===== src/rtl/tree_pipe.sv =====
// Pipelined heap-indexed decision-tree traversal: one tree level per stage, falling-edge registers,
// with per-stage valid/done tracking, global stall (en), synchronous flush and early leaf termination.
module tree_pipe #(
    parameter int DEPTH  = 10,
    parameter int NODE_W = 11
) (
    input  logic                          clk,
    input  logic                          reset,
    input  logic                          en,
    input  logic                          flush,
    input  logic                          in_valid,
    input  logic [DEPTH-1:0]              next_branch,
    input  logic [DEPTH-1:0]              is_leaf,
    output logic [(DEPTH-1)*NODE_W-1:0]   next_feature,
    output logic [DEPTH-1:0]              stage_valid,
    output logic                          out_valid,
    output logic                          out_early,
    output logic [NODE_W-1:0]             result_node,
    output logic [DEPTH-1:0]              result_index
);

    // First heap index of the leaf level, 2^DEPTH - 1.
    localparam logic [NODE_W-1:0] LEAF_BASE = {{(NODE_W-DEPTH){1'b0}}, {DEPTH{1'b1}}};

    logic [NODE_W-1:0] node_q [DEPTH];
    logic [NODE_W-1:0] node_d [DEPTH];
    logic [DEPTH-1:0]  valid_q, valid_d;
    logic [DEPTH-1:0]  done_q, done_d;
    logic [NODE_W-1:0] leaf_offset;

    // The last level is always a leaf, so its leaf flag carries no information.
    logic unused_last_leaf;
    assign unused_last_leaf = is_leaf[DEPTH-1];

    // Next-state for every stage: descend one level unless the sample already hit a leaf.
    always_comb begin
        for (int k = 0; k < DEPTH; k++) begin
            node_d[k] = node_q[k];
        end
        valid_d = valid_q;
        done_d  = done_q;

        valid_d[0] = in_valid & ~flush;
        if (!in_valid) begin
            node_d[0] = '0;
            done_d[0] = 1'b0;
        end else if (is_leaf[0]) begin
            node_d[0] = '0;
            done_d[0] = 1'b1;
        end else begin
            node_d[0] = NODE_W'(1) + NODE_W'(next_branch[0]);
            done_d[0] = 1'b0;
        end

        for (int k = 1; k < DEPTH; k++) begin
            valid_d[k] = valid_q[k-1] & ~flush;
            if (done_q[k-1]) begin
                node_d[k] = node_q[k-1];
                done_d[k] = 1'b1;
            end else if ((k < DEPTH-1) && is_leaf[k]) begin
                node_d[k] = node_q[k-1];
                done_d[k] = 1'b1;
            end else begin
                node_d[k] = (node_q[k-1] << 1) + NODE_W'(1) + NODE_W'(next_branch[k]);
                done_d[k] = 1'b0;
            end
        end

        if (flush) begin
            valid_d = '0;
            done_d  = '0;
        end
    end

    always_ff @(negedge clk or negedge reset) begin
        if (!reset) begin
            for (int k = 0; k < DEPTH; k++) begin
                node_q[k] <= '0;
            end
            valid_q <= '0;
            done_q  <= '0;
        end else if (en) begin
            for (int k = 0; k < DEPTH; k++) begin
                node_q[k] <= node_d[k];
            end
            valid_q <= valid_d;
            done_q  <= done_d;
        end
    end

    // Slice k-1 addresses the feature/threshold lookup for the comparison made at stage k.
    always_comb begin
        next_feature = '0;
        for (int k = 0; k < DEPTH-1; k++) begin
            next_feature[k*NODE_W +: NODE_W] = node_q[k];
        end
    end

    assign stage_valid  = valid_q;
    assign out_valid    = valid_q[DEPTH-1];
    assign out_early    = done_q[DEPTH-1] & valid_q[DEPTH-1];
    assign result_node  = node_q[DEPTH-1];
    assign leaf_offset  = node_q[DEPTH-1] - LEAF_BASE;
    assign result_index = (out_valid && !out_early) ? leaf_offset[DEPTH-1:0] : '0;

endmodule


===== config.mk =====
export PLATFORM = sky130hd
export DESIGN_NAME = tree_pipe
export DESIGN_NICKNAME = d
export VERILOG_FILES = /design/src/rtl/tree_pipe.sv
export SDC_FILE = /design/constraint.sdc
export NUM_CORES = 1
export LEC_CHECK = 0
export BUFFER_PORTS_ARGS = -buffer_cell sky130_fd_sc_hd__buf_2
export CAP_MARGIN = 0
export CORE_UTILIZATION = 58
export DETAILED_ROUTE_END_ITERATION = 6
export PLACE_DENSITY = 0.86
export SETUP_SLACK_MARGIN = 0.4
export SYNTH_ARGS = -nofsm -noshare
export SYNTH_HDL_FRONTEND = slang
export SYNTH_SLANG_ARGS = --single-unit

===== constraint.sdc =====
create_clock -name clk -period 3.5 [get_ports clk]
set_input_delay 0.175 -clock clk [delete_from_list [all_inputs] [get_ports clk]]
set_output_delay 0.175 -clock clk [all_outputs]
set_load 0.01 [all_outputs]

; ---- After elaboration in Yosys (flattened, before gate mapping)
; Cells that the tools add are included.
[totals]
register_bits = 130
input_bits = 25
output_inout_bits = 132
wordCells = 87
[classes]
n_addsub = 20
muxes = 41
n_bitwise = 12
n_reduce_logical = 2
[ops]
columns = operator, n
row1 = $mux 11, 18
row2 = $add 11x1->11, 9
row3 = $add 11x1->11 const B, 9
row4 = $mux 10, 3
row5 = $mux 1, 19
row6 = $and 1x1->1, 11
row7 = $sub 10x10->10 const B, 1
row8 = $add 1x1->2 const A, 1
row9 = $mux 2, 1
row10 = $logic_and 1x1->1, 1
row11 = $logic_not 1->1, 1
row12 = $not 1->1, 1

; ---- Depth between registers and ports, before layout
[depth]
word_depth = 4
ltp_mapped = 6

==> out/results.ini <==
[outcome]
outcome=finished, violations left
violations=setup timing

[pwr]
ir_worst_vdd_mv=0.329
total_power_mw=3.68
power.density_mw_per_mm2=507
leakage_nw=3.29

[drt]
firstDrtPassIters=5
via_per_inst=5.80
drt_iter0_markers=243
routed_wl_mm=15.0
drc=0
drt-wirelength-per-cell_um=15.5
ant_nets=0
vias=5588

[placed_design]
hpwlAfterDp_mm=10.6
post-place-ws_ns=0.166
place_congestion=0.880
portBuffers=130

[hold_path]
holdPathEnd=result_node[10]$_DFFE_NN0P_
whs_path_depth=2
hold_path_class=flop to flop
hp-start=result_node[10]$_DFFE_NN0P_

[die]
design.core.area_mm2=0.0103
io_pins=157
die_h_um=105
start_util=0.597
rows=37
die_area_mm2=0.0110
die_width_um=105

[synth]
synth_ff_type=dfrtn_1
yosys_warnings=0
synth_edf_count=0
seq_area_frac_synth=0.426
synth_cell_types=40
async_flop_share=1.00
synth_area_mm2=0.00616
ys_seq_elements=105
avgSynthCellArea_um2=8.88
synthCells=694

[clock_network]
tritoncts=built
cts_buffers=9
clk_latency_ns=0.35
clock-sinks=105
cts_hold_buf=0
clockBufferDepth=2
clk_pin_slew_ns=0.06
htree_num_levels=3
clockRootBuffer=clkbuf_8

[worst_setup_path]
arrival_ns=3.43
critPathKind=flop to output port
reg2reg_slack_ns=1.63
path_max_fanout=5
r2r_end=next_feature[65]$_DFFE_NN0P_
r2r_start=next_feature[44]$_DFFE_NN0P_
critPathRequiredTime_ns=3.32
crit_path_end_kind=output port
worst_setup_path_start_kind=flop
r2r_cells=5

[finish]
finalNetCount=858
final_common_cell=buf_2
multi_input_area_mm2=0.00312
fillCellCount=792
final_cell_mix=126 x buf_2, 105 x dfrtn_1, 62 x inv_1, 55 x nand3_1
regArea_mm2=0.00263
antenna_cells=0
postLayoutCoreUtil=0.703
synthToLayoutAreaGrowth_pct=17.7
final_layout_size_suffix_gt1_frac=0.260

[sta]
finalClockSkew_ns=0.00725
finalSetupViolCount=6
rsz0062_at_grt=true
slew_violations=0
hold_ws_ns=0.458
max_slew_margin=0.591
fin_ws_ns=-0.104
worst_slew_pin_slew_ns=0.613
finalHoldViolations=0

[flow_run]
cap_violations=0

[global_routing]
grt_pass1_wl_mm=24.6
grt_pass1_vias=5058
grt_max_degree=54
antenna_found_initial=0
grt.total_usage=0.277
grt-ovfl-total=0

per-stage QoR:
| stage | std cells | TNS, ns | cell area, um2 |
|---|---|---|---|
| finish | 964 | -0.397 | 7260 |
| global route | 964 | -0.927 | 7260 |
| CTS | 958 | -0.376 | 7190 |
| detailed placement | 937 | 0 | 6910 |
| global placement | 937 | 0 | 6910 |
| floorplan | 718 | 0 | 6280 |
sequential cells by signal (all words and copies together), names as in the netlist:
name,cells
next_feature,74
stage_valid,10
result_node,11
done_q,10
critical path, cell delays in order, from the launching register on:
cell and delay (ns):
dfrtn_1 0.52, nand3_2 0.19, or3_1 0.36, a21oi_2 0.13, buf_2 0.13
repair_timing:
| item | in CTS | in global routing |
|---|---|---|
| endpoints found under the setup margin | 10 | 16 |
| gates cloned | 1 | 0 |
| buffers inserted | 4 | 6 |
| resized for setup | 9 | 7 |
| pin swaps | 5 | 1 |
final cells by class:
type	count	share of cell area
Multi-Input combinational cell	489	0.430
Sequential cell	105	0.362
Timing Repair Buffer	154	0.125
Inverter	64	0.0331
Tap cell	136	0.0235
Clock buffer	12	0.0228
Clock inverter	4	0.00362
cell usage after synthesis, types with 3 or more instances:
library cell,instances,share of area
nand3_1,58,0.047
nor2_1,38,0.023
nand2_1,53,0.032
nand3b_1,10,0.012
buf_4,30,0.037
buf_2,6,0.0049
mux2i_1,5,0.0081
nor3b_1,3,0.0037
o22ai_1,23,0.023
nand2b_1,6,0.0061
a21oi_1,19,0.015
mux2_2,21,0.038
o21a_1,3,0.0037
or3_1,5,0.0051
ha_1,10,0.020
nor3_1,17,0.014
xnor2_1,35,0.050
o21ai_0,51,0.041
o221ai_1,28,0.040
xor2_1,20,0.028
and4_1,4,0.0057
nor2b_1,6,0.0061
dfrtn_1,105,0.43
nor4_1,3,0.0030
or2_2,4,0.0041
and3_1,8,0.0081
a31oi_1,10,0.010
nand4_1,14,0.014
clkbuf_1,23,0.014
inv_1,64,0.039
worst max path at each step:
stage / slack [ns] / from / cells past startpoint / end
finish: -0.10 / result_node[1]$_DFFE_NN0P_ / 4 / result_index[5]
global route: -0.20 / result_node[1]$_DFFE_NN0P_ / 4 / result_index[5]
CTS: -0.10 / result_node[0]$_DFFE_NN0P_ / 4 / result_index[5]
detailed placement: 0.17 / next_branch[5] / 6 / next_feature[65]$_DFFE_NN0P_
global placement: 0.21 / next_branch[5] / 6 / next_feature[65]$_DFFE_NN0P_
floorplan: 0.30 / result_node[0]$_DFFE_NN0P_ / 4 / result_index[6]
routing by layer:
layer,vias up,part of all wire,track usage
met3,27,0.051,0.0343
met5,-,0,0
li1,2642,-,-
met1,2714,0.43,0.370
met2,205,0.50,0.461
met4,0,0.021,0.109
power by group:
part	internal (mW)	switching, mW	total, mW	leakage [nW]
clock	0.316	0.415	0.732	0.0984
combinational	0.531	0.640	1.17	1.85
sequential	1.44	0.338	1.78	1.34
cell families (layout without fill, tap and decap cells):
kind of cell             after synthesis  count (layout)  synth area share
AND/OR/NAND/NOR                      232             233             0.190
AO/OA/AOI/OAI                        140             140             0.143
buffers and inverters                125             234            0.0956
flip-flops                           105             105             0.426
XOR/XNOR                              55              55            0.0782
multiplexers                          26              26            0.0465
adder cells (fa/ha/maj)               10              10            0.0203
other                                  1              25          0.000608
Power figures use the tool's default switching activity.
